$ cat src/rtl/scan_pkg.sv
// ============================================================================
// scan_pkg : shared types and constants for the scan sequencer - Rev 1.0
// ============================================================================
`default_nettype none

package scan_pkg;
    localparam int IDX_W        = 3;
    localparam int MAX_CHANNELS = 8;

    typedef enum logic [1:0] {
        IDLE   = 2'd0,
        BLANK  = 2'd1,
        ACTIVE = 2'd2
    } scan_state_t;
endpackage

`default_nettype wire

$ cat src/rtl/scan_timer.sv
// ============================================================================
// scan_timer : loadable down-counter with final and next-to-final flags - Rev 1.0
// ============================================================================
`default_nettype none

module scan_timer #(
    parameter int WIDTH = 16
) (
    input  logic             clk,
    input  logic             rst,
    input  logic             load,
    input  logic [WIDTH-1:0] load_value,
    output logic             done,
    output logic             almost_done
);
    logic [WIDTH-1:0] r_count;

    // Loaded with N-1 so a phase lasts N cycles and its last cycle reads zero.
    always_ff @(posedge clk) begin
        if (rst) begin
            r_count <= '0;
        end else if (load) begin
            r_count <= load_value;
        end else if (r_count != '0) begin
            r_count <= r_count - 1'b1;
        end
    end

    assign done        = (r_count == '0);
    assign almost_done = (r_count == WIDTH'(1));
endmodule

`default_nettype wire

$ cat src/rtl/scan_sequencer.sv
// ============================================================================
// scan_sequencer : dwell/blank channel sequencer for a 3-to-8 decoder - Rev 1.0
// ============================================================================
`default_nettype none

module scan_sequencer
    import scan_pkg::*;
#(
    parameter int DWELL_W      = 16,
    parameter int BLANK_CYCLES = 2
) (
    input  logic               clk,
    input  logic               rst,
    input  logic               start,
    input  logic               stop,
    input  logic [IDX_W-1:0]   last,
    input  logic [DWELL_W-1:0] dwell,
    output logic               a,
    output logic               b,
    output logic               c,
    output logic               en,
    output logic               busy,
    output logic               ch_done,
    output logic               frame_done
);
    localparam int BLANK_W = $clog2(BLANK_CYCLES + 1);
    localparam int TIMER_W = (DWELL_W > BLANK_W) ? DWELL_W : BLANK_W;
    localparam bit c_no_blank = (BLANK_CYCLES == 0);
    localparam logic [TIMER_W-1:0] c_blank_load =
        TIMER_W'((BLANK_CYCLES > 0) ? BLANK_CYCLES - 1 : 0);

    scan_state_t        r_state;
    logic [IDX_W-1:0]   r_idx;
    logic               r_stop_pending;
    logic               r_en;
    logic               r_busy;
    logic               r_ch_done;
    logic               r_frame_done;

    logic               w_t_done;
    logic               w_t_almost;
    logic               w_final;
    logic               w_stop_now;
    logic               w_start_ok;
    logic               w_go_idle;
    logic               w_go_blank;
    logic               w_go_active;
    logic               w_dwell_one;
    logic [IDX_W-1:0]   w_idx_next;
    logic [TIMER_W-1:0] w_dwell_load;
    logic [TIMER_W-1:0] w_load_value;

    always_comb begin
        w_final     = (r_state == ACTIVE) && w_t_done;
        w_stop_now  = stop || r_stop_pending;
        w_start_ok  = (r_state == IDLE) && start && !stop;
        w_go_idle   = ((r_state == BLANK) && stop) || (w_final && w_stop_now);
        w_go_blank  = !c_no_blank && (w_start_ok || (w_final && !w_stop_now));
        w_go_active = (c_no_blank && (w_start_ok || (w_final && !w_stop_now)))
                    || ((r_state == BLANK) && !stop && w_t_done);
        // Wrap follows the registered frame_done so the pulse and the wrap always agree.
        w_idx_next   = w_final ? (r_frame_done ? '0 : r_idx + 3'd1) : r_idx;
        w_dwell_one  = (dwell <= DWELL_W'(1));
        w_dwell_load = (dwell == '0) ? '0 : TIMER_W'(dwell - 1'b1);
        w_load_value = w_go_active ? w_dwell_load : c_blank_load;
    end

    scan_timer #(
        .WIDTH (TIMER_W)
    ) u_timer (
        .clk         (clk),
        .rst         (rst),
        .load        (w_go_blank || w_go_active),
        .load_value  (w_load_value),
        .done        (w_t_done),
        .almost_done (w_t_almost)
    );

    // Pulses are predicted one edge early so they land on the final enabled cycle.
    always_ff @(posedge clk) begin
        if (rst) begin
            r_state        <= IDLE;
            r_idx          <= '0;
            r_stop_pending <= 1'b0;
            r_en           <= 1'b0;
            r_busy         <= 1'b0;
            r_ch_done      <= 1'b0;
            r_frame_done   <= 1'b0;
        end else begin
            r_ch_done    <= 1'b0;
            r_frame_done <= 1'b0;
            if (w_go_idle) begin
                r_state        <= IDLE;
                r_idx          <= '0;
                r_stop_pending <= 1'b0;
                r_en           <= 1'b0;
                r_busy         <= 1'b0;
            end else if (w_go_blank) begin
                r_state <= BLANK;
                r_idx   <= w_idx_next;
                r_en    <= 1'b0;
                r_busy  <= 1'b1;
            end else if (w_go_active) begin
                r_state      <= ACTIVE;
                r_idx        <= w_idx_next;
                r_en         <= 1'b1;
                r_busy       <= 1'b1;
                r_ch_done    <= w_dwell_one;
                r_frame_done <= w_dwell_one && (w_idx_next == last);
            end else if (r_state == ACTIVE) begin
                if (stop) begin
                    r_stop_pending <= 1'b1;
                end
                if (w_t_almost) begin
                    r_ch_done    <= 1'b1;
                    r_frame_done <= (r_idx == last);
                end
            end
        end
    end

    assign a          = r_idx[2];
    assign b          = r_idx[1];
    assign c          = r_idx[0];
    assign en         = r_en;
    assign busy       = r_busy;
    assign ch_done    = r_ch_done;
    assign frame_done = r_frame_done;
endmodule

`default_nettype wire

$ cat config.mk
export PLATFORM = sky130hd
export DESIGN_NAME = scan_sequencer
export DESIGN_NICKNAME = d
export VERILOG_FILES = /design/src/rtl/scan_pkg.sv /design/src/rtl/scan_timer.sv /design/src/rtl/scan_sequencer.sv
export SDC_FILE = /design/constraint.sdc
export NUM_CORES = 1
export LEC_CHECK = 0
export CAP_MARGIN = 20
export CORE_MARGIN = 1
export CORE_UTILIZATION = 48
export DETAILED_ROUTE_END_ITERATION = 10
export GPL_TIMING_DRIVEN = 0
export PLACE_DENSITY = 0.77
export SYNTH_ARGS = -nofsm -noshare
export SYNTH_HDL_FRONTEND = slang
export SYNTH_SLANG_ARGS = --single-unit
$ cat constraint.sdc
create_clock -name clk -period 2.3 [get_ports clk]
set_clock_uncertainty 0.1 [all_clocks]
set_input_delay 0.46 -clock clk [delete_from_list [all_inputs] [get_ports clk]]
set_output_delay 0.46 -clock clk [all_outputs]
set_load 0.01 [all_outputs]
==> After elaboration in Yosys (flattened, before gate mapping) <==
Index checks and enable logic that the tools add are counted.
{ "word_totals": {"elab_cells": 61, "out_inout_bits": 7, "input_bits": 23, "ff_bits": 25} }
{ "classes": {"n_mux": 18, "n_bitwise": 2, "addsub": 3, "n_lt_le_gt_ge": 1, "reduce_logical": 24, "n_eq_ne": 5} }
{ "ops": {"columns": ["op", "n"], "rows": [
  ["two-way mux 16 bit", 4],
  ["zero test 16 bit", 2],
  ["subtractor 16 x 1 -> 16 bit, second input constant", 2],
  ["equality test 16 x 1 -> 1 bit, second input constant", 1],
  ["less-or-equal comparator 16 x 1 -> 1 bit, second input constant", 1],
  ["nonzero test 16 bit", 1],
  ["two-way mux 3 bit", 4],
  ["two-way mux 1 bit", 10],
  ["logical AND 1 bit", 9],
  ["equality test 3 bit", 2],
  ["logical OR 1 bit", 4],
  ["AND reduction 4 bit", 1],
  ["nonzero test 2 bit", 2],
  ["adder 3 x 1 -> 3 bit, second input constant", 1],
  ["OR reduction 3 bit", 1],
  ["equality test 2 x 1 -> 1 bit, second input constant", 1],
  ["equality test 2 bit, second input constant", 1],
  ["zero test 1 bit", 2],
  ["zero test 2 bit", 1],
  ["inverter 1 bit", 2],
  ["OR reduction 2 bit", 1]
]} }

==> Logic depth before layout (Yosys ltp) <==
Gate-level depths: netlist of the first run.
{ "logic_depth": {"word_depth": 6, "mapped_depth": 9, "mapped_depth_nobuf": 8} }

==> Modules after synthesis <==
A second synthesis of the first run with hierarchy kept.
{ "hier_totals": {"cells_unflattened": 233, "area_unflattened_um2": 1876.8} }
{ "modules_own_cells": {"columns": ["module", "area_each_um2", "seq_area_each_um2", "cells_per_inst", "instances"], "rows": [
  ["scan_timer", 972.2, 320.3, 111, 1],
  ["scan_sequencer", 904.6, 180.2, 122, 1]
]} }

==> Least setup slack after synthesis of the first run <==
Ideal clock, no wire load.
{ "synth_path": {"path_kind": "reg-to-reg", "start": "reg u_timer.r_count[0]", "end": "reg r_frame_done (netlist: frame_done)", "synth_period_minus_slack_ps": 2168, "n_path_buf": 0, "required_time_ps": 2142, "stages_incl_launch_ff": 9, "t_arrival_ps": 2010, "slack_ps": 132, "setup_ps": 58, "cell_sequence": "dfxtp_1 -> inv_1 -> ha_1 -> nor4b_2 -> nand4_4 -> o31a_1 -> or3_1 -> a211oi_1 -> o211a_1"} }
{ "synth_via": {"elab_chain_cells": 6, "word_cells_on_any_way": 15, "cone_classes": "eq/ne: 2; mux: 4; reduce/logical: 9"} }
{ "synth_lines": {"columns": ["element", "line", "source"], "rows": [
  ["start: declaration", "scan_timer.sv:16", "logic [WIDTH-1:0] r_count;"],
  ["start signal: assignment", "scan_timer.sv:23", "r_count <= load_value;"],
  ["start signal: assignment", "scan_timer.sv:25", "r_count <= r_count - 1'b1;"],
  ["zero test 16 bit", "scan_timer.sv:29", "assign done = (r_count == '0);"],
  ["logical AND 1 bit", "scan_sequencer.sv:54", "w_final = (r_state == ACTIVE) && w_t_done;"],
  ["two-way mux 3 bit", "scan_sequencer.sv:62", "w_idx_next = w_final ? (r_frame_done ? '0 : r_idx + 3'd1) : r_idx;"],
  ["equality test 3 bit", "scan_sequencer.sv:109", "r_frame_done <= w_dwell_one && (w_idx_next == last);"],
  ["logical AND 1 bit", "scan_sequencer.sv:109", null],
  ["two-way mux 1 bit", "scan_sequencer.sv:103", "end else if (w_go_active) begin"],
  ["end signal: assignment", "scan_sequencer.sv:109", null],
  ["end signal: assignment", "scan_sequencer.sv:116", "r_frame_done <= (r_idx == last);"],
  ["end: declaration", "scan_sequencer.sv:38", "logic r_frame_done;"]
]} }
Parallel ways exist; a longest one is shown, timed or not.
A chain may end at the register's enable or synchronous reset.

==> Final worst setup path of the first run <==
{ "layout_path": {"start": "reg u_timer.r_count[9]", "end": "reg u_timer.r_count[1]"} }
{ "layout_via": {"elab_chain_cells": 6, "word_cells_on_any_way": 10, "cone_classes": "mux: 2; reduce/logical: 8"} }
{ "layout_lines": {"columns": ["element", "line", "source"], "rows": [
  ["zero test 16 bit", "scan_timer.sv:29", null],
  ["logical AND 1 bit", "scan_sequencer.sv:54", null],
  ["logical AND 1 bit", "scan_sequencer.sv:58", "w_go_blank = !c_no_blank && (w_start_ok || (w_final && !w_stop_now));"],
  ["logical OR 1 bit", "scan_sequencer.sv:58", null],
  ["logical OR 1 bit", "scan_sequencer.sv:73", ".load (w_go_blank || w_go_active),"],
  ["two-way mux 16 bit or nonzero test 2 bit (tied branches)", null, null]
]} }
Parallel ways exist; a longest one is shown, timed or not.

==> results by stage, run 1 <==
Outcome:
- The flow ran to the end, and the final reports show no timing, DRC or antenna violations.

Setup path:
- STA classifies the critical path startpoint as a register.
- The worst-path maximum fanout is 5.
- STA puts the critical path data required time at between 2 and 2.5 ns.
- STA classifies the critical path endpoint as a register.
- The data arrival time at the worst-slack endpoint is approximately 2.3 ns.
- The critical path is of the reg2reg type.

Floorplan:
- In this run the count of I/O pins placed on the die edge is 30.
- The die is 63.5 um wide.
- The core region is between 3000 and 4000 um^2.
- The standard-cell row count is 21.
- The initial utilization of the core area, before any placement, comes to 52.4%.
- The area of the die is between 4000 and 5000 um^2.
- The chip height is between 60 and 70 um.

Global routing:
- The first global-routing pass estimated ~7800 um of wire.
- The pin count of the biggest net entering global routing is 14.
- The number of global-route vias before repair came to between 1500 and 2000.
- The total overflow left after global routing is 0.
- The combined global-route utilization of all metal layers is between 20% and 30%.
- The number of antenna violations at the first check in global routing is 0.

Logic synthesis:
- The largest family of logic cells by synthesized area is simple AND/OR/NAND/NOR gates.
- The synthesized netlist devotes 17.5% of its cell area to compound gates.
- The post-synthesis cell area is roughly 1800 um^2.
- The fraction of synthesized cell area in xor and xnor cells is 13.0%.
- The synthesized netlist devotes around a third of its cell area to simple gates.
- Synthesis instantiated 44 different standard cells from the library.
- The proportion of synthesized area in mux cells is 0%.
- The number of synthesized flops with an enable pin is 0.
- The arithmetic-cell share of the synthesized area counting full adders, half adders and majority gates is 4.82%.
- Dividing the synthesized area by the synthesized cell count gives 7.90 um^2.
- Synthesis handed over a netlist of 230 instances.
- In this run, synthesis produced a sequential element count of 25.
- For this run, asynchronously set or reset flops after synthesis account for 0%.
- For this run, the leading register cell type out of synthesis is sky130_fd_sc_hd__dfxtp_1.
- The proportion of synthesized chip area in sequential cells is about 28%.
- The number of warnings issued by yosys is 0.
- The post-synthesis net count is 260.

Finish:
- After routing the design area is around 2400 um^2.
- The number of antenna diodes in the final layout is 0.
- Cells with a size suffix above 1 make up 15.7% of the layout.
- The area added between synthesis and finish is 32.5%.
- The finished layout holds ~310 standard cells, fillers aside.
- Counting the fill cells in the layout gives ~290.
- The net count of the finished layout is approximately 300.

Detailed routing:
- The routed wire length per instance is 15.2 um.
- The number of DRC violations after detailed-routing iteration 0 is 112.
- The pre-antenna-repair detailed-routing pass consisted of 4 iterations.
- The DRC violations left is 0.
- Summing over every cut layer, the via total after detailed routing is 1850.
- The via-per-instance ratio is ~6.
- Once detail routing completed, the nets flagged for antenna violations numbered 0.
- The final layout contains routed wiring with a total length of 4760 um.

Place:
- Summing all placed instances gives a cell area of 2160 um^2.
- Input and output buffers added on the ports amount to 28.
- The count of placed standard cells including taps is ~300.
- The sum of net half-perimeters after detailed placement is approximately 3400 um.
- The congestion estimate from routability-driven global placement came to about 0.9.

Clock network:
- The TritonCTS clock tree is yes.
- At the later pin of the worst-skew pair, clock insertion delay measures 0.27 ns.
- After clock tree synthesis, the clock-pin slew on the worst setup and hold paths is about 0.090 ns.
- In this run, CTS created clock tree buffers numbering 3.
- In this run the number of H-tree levels came out at 1.
- The clock passes through at most 2 buffers.
- The clock sink count is 25.
- The tree is rooted in a sky130_fd_sc_hd__clkbuf_8.

Timing:
- The minimum clock period is approximately 2.2 ns.
- Summed over all failing endpoints, the final setup total negative slack is 0 ns.
- Setup violations remaining at the end of the flow were counted as 0.
- The maximum operating frequency is ~0.45 GHz.
- The final max-slew violation count is 0.
- The count of endpoints failing hold in the final timing report came to 0.
- The worst pin sits at a relative slew slack of 54.8%.
- At the pin with the least slew margin, the transition time is between 0.6 and 0.7 ns.
- The worst path uses between 90% and 100% of the clock period.

Hold path:
- The path class of the tightest hold or removal check is reg2reg.

Pwr:
- The fraction of power spent switching nets is roughly 44%.
- The logic gate share of total power is 61.0%.
- The share of total power in the clock network is about 10%.
- Dividing total power by cell area gives a power density of 1080 nW/um^2.
- The fraction of power consumed by sequential logic is 28.7%.
- The switching power total is 1.14 mW.
- The design internal power is approximately 1.5 mW.
- The standby leakage power is about 0.96 nW.
- The worst-case IR drop observed on VDD is 0.578 mV.

Flow run:
- The total of max-cap violations is 0.
==> registers in the layout (all words and copies together), names as in the netlist <==
register         cells
ch_done              1
busy                 1
u_timer.r_count     16
r_idx                3
frame_done           1
r_stop_pending       1
en                   1
r_state              1
==> path summary, 6_finish.rpt <==
| check | startpoint | to | slack (ns) | cells after the start |
|---|---|---|---|---|
| hold / removal | busy$_SDFFE_PP0N_ | busy$_SDFFE_PP0N_ | 0.38 | 2 |
| setup reg to reg | u_timer.r_count[9]$_SDFFE_PP0P_ | u_timer.r_count[1]$_SDFFE_PP0P_ | 0.07 | 6 |
| hold reg to reg | busy$_SDFFE_PP0N_ | busy$_SDFFE_PP0N_ | 0.38 | 2 |
| setup / recovery | u_timer.r_count[9]$_SDFFE_PP0P_ | u_timer.r_count[1]$_SDFFE_PP0P_ | 0.07 | 6 |
==> power groups by stage <==
stage	clock, mW	combinational (mW)	sequential, mW
2_1_floorplan	0	1.07	0.691
3_3_place_gp	0	1.31	0.719
3_5_place_dp	0	1.33	0.726
4_1_cts	0.268	1.42	0.722
5_1_grt	0.291	1.74	0.760
6_report	0.267	1.58	0.744
==> worst max-delay path: stages (launching register included) <==
cell                       delay [ns]
sky130_fd_sc_hd__dfxtp_1         0.50
sky130_fd_sc_hd__nor3_1          0.11
sky130_fd_sc_hd__and4_2          0.27
sky130_fd_sc_hd__and3_2          0.25
sky130_fd_sc_hd__or3_1           0.45
sky130_fd_sc_hd__a21o_2          0.22
sky130_fd_sc_hd__a221oi_1        0.23
==> area by class of cell <==
class	count	area, um^2	share of cell area, %
multi-input cells	193	1400	58.2
repair buffers	35	343	14.2
well taps	46	57.6	2.39
flip-flops and latches	25	507	21.0
plain buffers	5	31.3	1.30
inverters	6	22.5	0.935
clock buffers	4	45.0	1.87
==> layout by cell type (no fill, tap or decap), types with 2 or more instances in the layout <==
| cell type | netlist | final |
|---|---|---|
| sky130_fd_sc_hd__a21oi_1 | 8 | 8 |
| sky130_fd_sc_hd__a221oi_1 | 3 | 2 |
| sky130_fd_sc_hd__a22oi_1 | 11 | 10 |
| sky130_fd_sc_hd__a31oi_1 | 2 | 2 |
| sky130_fd_sc_hd__and4_1 | 2 | 2 |
| sky130_fd_sc_hd__buf_4 | 0 | 7 |
| sky130_fd_sc_hd__clkbuf_1 | 5 | 3 |
| sky130_fd_sc_hd__clkbuf_8 | 0 | 3 |
| sky130_fd_sc_hd__clkdlybuf4s50_1 | 0 | 24 |
| sky130_fd_sc_hd__dfxtp_1 | 25 | 22 |
| sky130_fd_sc_hd__dfxtp_2 | 0 | 2 |
| sky130_fd_sc_hd__dlymetal6s2s_1 | 0 | 4 |
| sky130_fd_sc_hd__ha_1 | 7 | 6 |
| sky130_fd_sc_hd__inv_1 | 6 | 4 |
| sky130_fd_sc_hd__inv_2 | 0 | 2 |
| sky130_fd_sc_hd__nand2_1 | 17 | 17 |
| sky130_fd_sc_hd__nand2b_1 | 3 | 3 |
| sky130_fd_sc_hd__nand3_1 | 6 | 6 |
| sky130_fd_sc_hd__nand4_1 | 3 | 3 |
| sky130_fd_sc_hd__nor2_1 | 36 | 36 |
| sky130_fd_sc_hd__nor2b_1 | 3 | 3 |
| sky130_fd_sc_hd__nor3_1 | 14 | 13 |
| sky130_fd_sc_hd__nor3_4 | 0 | 3 |
| sky130_fd_sc_hd__nor4_1 | 8 | 4 |
| sky130_fd_sc_hd__nor4_4 | 2 | 5 |
| sky130_fd_sc_hd__o21ai_0 | 6 | 5 |
| sky130_fd_sc_hd__o21bai_1 | 2 | 2 |
| sky130_fd_sc_hd__o31a_1 | 2 | 2 |
| sky130_fd_sc_hd__o31ai_1 | 3 | 3 |
| sky130_fd_sc_hd__or3_1 | 5 | 5 |
| sky130_fd_sc_hd__or4_1 | 4 | 2 |
| sky130_fd_sc_hd__or4_4 | 0 | 2 |
| sky130_fd_sc_hd__xnor2_1 | 14 | 13 |
| sky130_fd_sc_hd__xor2_1 | 13 | 13 |
==> timing repair <==
action | 4_1_cts | 5_1_grt
setup endpoints to repair | 15 | 17
pin swaps | 1 | 13
buffers inserted | 2 | 5
hold buffers | 0 | 0
gates resized for setup | 9 | 33
==> metrics by stage <==
| stage | utilization (%) | hold slack [ns] | setup slack, ns | power, mW |
|---|---|---|---|---|
| final | 69.4 | 0.379 | 0.0698 | 2.59 |
| after global placement | 62.2 | 0.352 | -0.382 | 2.03 |
| after detailed placement | 62.2 | 0.364 | -0.389 | 2.05 |
| after global routing | 69.4 | 0.432 | -0.0230 | 2.79 |
| after CTS | 65.3 | 0.385 | -0.00580 | 2.41 |
| after floorplan | - | 0.361 | 0.132 | 1.77 |
==> routing by layer <==
layer,wire [um],share of wire [%],vias up,global-route usage (%)
li1,-,-,919,-
met4,38,0.80,0,8.24
met5,0,0,-,0
met3,202,4.2,4,2.72
met1,2310,49,875,35.3
met2,2210,46,52,38.0
==> Yosys cell counts, types with 2 or more instances <==
cell type | n | share of area, %
sky130_fd_sc_hd__a221oi_1 | 3 | 1.4
sky130_fd_sc_hd__a21oi_1 | 8 | 2.2
sky130_fd_sc_hd__nor4_1 | 8 | 2.8
sky130_fd_sc_hd__or3_1 | 5 | 1.7
sky130_fd_sc_hd__and4_1 | 2 | 0.96
sky130_fd_sc_hd__nand2_1 | 17 | 3.5
sky130_fd_sc_hd__nand3_1 | 6 | 1.7
sky130_fd_sc_hd__inv_1 | 6 | 1.2
sky130_fd_sc_hd__nor2_1 | 36 | 7.4
sky130_fd_sc_hd__nand2b_1 | 3 | 1.0
sky130_fd_sc_hd__nor3_1 | 14 | 3.9
sky130_fd_sc_hd__o31a_1 | 2 | 0.96
sky130_fd_sc_hd__dfxtp_1 | 25 | 28
sky130_fd_sc_hd__nor2b_1 | 3 | 1.0
sky130_fd_sc_hd__nor3_2 | 2 | 1.1
sky130_fd_sc_hd__nor4_4 | 2 | 2.3
sky130_fd_sc_hd__nand4_1 | 3 | 1.0
sky130_fd_sc_hd__or4_1 | 4 | 1.7
sky130_fd_sc_hd__o21ai_0 | 6 | 1.7
sky130_fd_sc_hd__and2_1 | 2 | 0.69
sky130_fd_sc_hd__o31ai_1 | 3 | 1.2
sky130_fd_sc_hd__xnor2_1 | 14 | 6.7
sky130_fd_sc_hd__ha_1 | 7 | 4.8
sky130_fd_sc_hd__xor2_1 | 13 | 6.3
sky130_fd_sc_hd__a22oi_1 | 11 | 4.5
sky130_fd_sc_hd__clkbuf_1 | 5 | 1.0
sky130_fd_sc_hd__a31oi_1 | 2 | 0.69
sky130_fd_sc_hd__o21bai_1 | 2 | 0.83
==> cell families after synthesis <==
logic type,after synthesis
compound gates,46
buf+inv,12
simple gates,113
flops,25
xor+xnor,27
fa+ha+maj,7
Power figures use the tool's default switching activity.
==> run 2: changes to the inputs <==
--- a/config.mk
+++ b/config.mk
@@ -5,9 +5,9 @@
 export SDC_FILE = /design/constraint.sdc
 export NUM_CORES = 1
 export LEC_CHECK = 0
-export CAP_MARGIN = 20
+export ABC_AREA = 1
 export CORE_MARGIN = 1
-export CORE_UTILIZATION = 48
+export CORE_UTILIZATION = 49
 export DETAILED_ROUTE_END_ITERATION = 10
 export GPL_TIMING_DRIVEN = 0
 export PLACE_DENSITY = 0.77
==> run 2 against run 1 <==
Against the previous run:
- core utilization is 8.1 points lower
- total power fell by 21%
- non-clock buffer count fell by 9
- critical path type is now in2reg
==> results by stage, run 2 <==
Finish:
- For this run, the post-layout net count is around 380.
- The post-route netlist has 10.9% of its cells at a drive strength greater than 1.
- Leaving out fill and tap cells, the most frequent cells in the layout are 68 x sky130_fd_sc_hd__nand2_1, 60 x sky130_fd_sc_hd__nor2_1, 34 x sky130_fd_sc_hd__inv_1.
- More flip-flops sit in one register than any other, and that register is u_timer.r_count.
- 0 antenna diodes ended up in the layout.
- The layout has 384 filler cells.
- The largest registers in the layout are u_timer.r_count (16), r_idx (3).
- The footprint of the flip-flops and latches is around 500 um^2.
- Compared with the post-synthesis result, the final layout area differs by 19.8%.
- Summing all multi-input logic gate instances after layout gives roughly 1400 um^2.
- At the end of the flow the core is filled with cells to roughly 61%.
- Leaving out fill and tap cells, the most frequent cell in the layout is sky130_fd_sc_hd__nand2_1.
- After routing the design area is 2450 um^2.
- The register with the most flip-flops in the layout has 16 of them.

Logic synthesis:
- The post-synthesis net count is 347.
- The most numerous cell in the Yosys netlist is sky130_fd_sc_hd__nand2_1.
- Synthesis instantiated 35 different standard cells from the library.
- In this run the cell area of the synthesized design comes to between 2000 and 2500 um^2.
- Averaged over all synthesized cells, the footprint is 6.47 um^2.
- The share of Yosys cell area claimed by the top area cell type is 24.4%.
- For this run, the leading register cell type out of synthesis is sky130_fd_sc_hd__dfxtp_1.
- sky130_fd_sc_hd__dfxtp_1 takes more of the synthesized area than any other cell.
- The proportion of synthesized chip area in sequential cells is between 20% and 30%.
- The count of mapped cells out of synthesis is 317.
- Yosys mapped a number of flops with a built-in enable equal to 0.
- By area the synthesized netlist is led by sky130_fd_sc_hd__dfxtp_1 24%, sky130_fd_sc_hd__nand2_1 12%, sky130_fd_sc_hd__nor2_1 11%, sky130_fd_sc_hd__inv_1 6.4%, sky130_fd_sc_hd__nand3_1 5.9%.
- The synthesized design contains 25 register bits.
- After synthesis, the share of flip-flops with an asynchronous set or reset is 0%.
- By count the netlist is led by 68 x sky130_fd_sc_hd__nand2_1, 60 x sky130_fd_sc_hd__nor2_1, 35 x sky130_fd_sc_hd__inv_1.
- For this run, the number of Yosys warnings is 0.

Timing:
- The worst path in the final design needs a cycle of about 2.1 ns, including I/O delays and setup.
- The final max-slew violation count was 0.
- The least setup slack across all paths after layout is 0.188 ns.
- At the pin with the least slew margin, the transition time is 0.452 ns.
- The count of endpoints failing hold in the final timing report came to 0.
- After layout, the worst path uses between 90% and 100% of the clock period.
- The tightest hold path in the finished design has a slack of 0.388 ns.
- The setup TNS is 0 ns.
- Setup repair after global routing left no endpoint under its margin.
- Measured against its own limit, the worst slew margin works out to between 60% and 70%.
- The maximum operating frequency is roughly 0.47 GHz.
- The final setup violation count is 0.

Detailed routing:
- Before antenna repair, the detailed router went through 4 iterations.
- Dividing the detail-routed wire length by the instance count gives approximately 12 um.
- The wire length reported by the detailed router is approximately 4800 um.
- The remaining antenna violation count is 0.
- The first routing iteration left 143 violations.
- The via count of the routed design is 2067.
- The DRC violations left is 0.
- The via-per-instance ratio is about 5.2.

Place:
- The sum of net half-perimeters after detailed placement is 3830 um.
- The final weighted congestion in routability-driven placement is roughly 0.89.
- The count of buffers inserted at the top-level ports is 29.
- At the placement stage, the worst setup path has a slack of -0.120 ns.
- Once placement finished, the instance area stood at between 2000 and 2500 um^2.

Pwr:
- The standby leakage power is ~1.1 nW.
- The power density over the cells is 838 nW/um^2.
- The maximum vdd drop is between 0.3 and 0.4 mV.

Floorplan:
- In this run the core area contains 23 standard-cell rows.
- The die is between 60 and 70 um wide.
- In this run the standard cell core region covers between 4000 and 5000 um^2.
- The die covers about 4400 um^2.
- In this run the vertical extent of the chip is 66.7 um.
- The count of boundary I/O pins is 30.
- The starting density of the core is between 50 and 60%.

Global routing:
- The number of global-route vias before repair was approximately 1800.
- The met2 track utilization from global routing is between 30% and 40%.
- Entering global routing, the biggest net connects 14 pins.
- The global routing met1 resource utilization is between 30% and 40%.
- The combined global-route utilization of all metal layers is between 20% and 30%.
- After global routing, the most crowded layer is met2.
- In the global route stage, met3 resource usage came out at between 2 and 2.5%.
- Global routing finished with a remaining overflow of 0.
- The global-route wire length before repair is 8110 um.
- The number of antenna violations at the first check in global routing is 0.

Setup path:
- The data arrival time at the worst-slack endpoint is 2.18 ns.
- STA classifies the critical path startpoint as an input pin.
- The startpoint identified for the worst register-to-register timing path is u_timer.r_count[0]$_SDFFE_PP0P_.
- The number of cells on the worst reg-to-reg path is 13.
- The worst-path maximum fanout is 9.
- The critical path data required time is between 2 and 2.5 ns.
- The worst setup path is of the in2reg kind.
- STA classifies the critical path endpoint as a register.
- In this run the register-to-register setup slack is about 0.26 ns.
- In this run the critical register-to-register path is captured at u_timer.r_count[10]$_SDFFE_PP0P_.

Clock network:
- The clock reaches the later pin of the worst-skew pair after approximately 0.27 ns.
- The TritonCTS clock tree is yes.
- Buffers inserted to repair hold after CTS numbered 0.
- The total clock buffers created by CTS is 3.
- CTS built an H-tree with a depth of 1.
- Post-CTS timing repair inserted 0 buffers for setup.
- The clock sink count is 25.
- The clock transition at the registers of the reported paths is 0.09 ns.
- CTS placed an instance of sky130_fd_sc_hd__clkbuf_8 at the clock tree root.
- After clock tree synthesis, the repair step resized 0 gates.
- The clock passes through at most 2 buffers.

Hold path:
- Counting instances, the worst hold path has a depth of 1.
- In this run the worst hold path is classified as reg2reg.
- The hold path startpoint is r_stop_pending$_SDFFE_PP0P_.
- The worst hold path terminates at r_stop_pending$_SDFFE_PP0P_.

Outcome:
- The flow ran to the end, and the final reports show no timing, DRC or antenna violations.

Flow run:
- The tool flagged a number of max-cap violations equal to 0.
==> run 2: cell type report <==
type,count,area share [%]
Clock buffer,4,1.83
Buffer,2,0.917
Inverter,39,6.57
Multi-Input combinational cell,251,55.9
Sequential cell,25,20.4
Tap cell,50,2.55
Timing Repair Buffer,29,11.8
==> run 2: worst max-delay path, stage by stage <==
cell                              delay, ns
sky130_fd_sc_hd__clkdlybuf4s50_1       0.45
sky130_fd_sc_hd__nor2_1                0.27
sky130_fd_sc_hd__nand2_1               0.12
sky130_fd_sc_hd__nor2_1                0.19
sky130_fd_sc_hd__nand3_1               0.15
sky130_fd_sc_hd__nand2_4               0.14
sky130_fd_sc_hd__clkinv_4              0.09
sky130_fd_sc_hd__nand3b_1              0.10
sky130_fd_sc_hd__nand2_1               0.07
sky130_fd_sc_hd__nor2_1                0.10
sky130_fd_sc_hd__nor2_1                0.04
==> run 2: worst max-delay path by stage <==
| stage | from | endpoint | slack (ns) |
|---|---|---|---|
| 6_report | dwell[8] | u_timer.r_count[13]$_SDFFE_PP0P_ | 0.19 |
| 5_1_grt | dwell[8] | u_timer.r_count[13]$_SDFFE_PP0P_ | 0.01 |
| 4_1_cts | u_timer.r_count[0]$_SDFFE_PP0P_ | frame_done$_SDFF_PP0_ | 0.08 |
| 3_5_place_dp | dwell[0] | u_timer.r_count[14]$_SDFFE_PP0P_ | -0.12 |
| 3_3_place_gp | dwell[0] | u_timer.r_count[14]$_SDFFE_PP0P_ | -0.09 |
| 2_1_floorplan | u_timer.r_count[0]$_SDFFE_PP0P_ | u_timer.r_count[12]$_SDFFE_PP0P_ | 0.53 |
==> run 2: through the flow <==
step / instances / total power [mW]
after global placement: 396 / 1.76
after floorplan: 317 / 1.54
after detailed placement: 396 / 1.78
final: 400 / 2.06
after global routing: 400 / 2.23
after CTS: 400 / 2.05
==> run 2: cells by family (layout without fill, tap and decap cells) <==
logic type | count (synthesis) | in the layout | share of synthesized area [%]
fa+ha+maj | 7 | 7 | 4.27
buf+inv | 41 | 74 | 8.97
flops | 25 | 25 | 24.4
xor+xnor | 12 | 12 | 5.13
compound gates | 44 | 44 | 13.1
simple gates | 188 | 188 | 44.1
==> run 2: power by group <==
part	switching, mW	internal (mW)
clock network	0.147	0.124
registers	0.0910	0.528
logic	0.714	0.453
total	0.951	1.11
==> run 2: layer usage <==
metal  vias to the layer above  part of all wire, %
li1                       1093                    -
met1                       911                   49
met2                        55                   45
met3                         8                  4.0
met4                         0                  2.0
met5                         -                    0
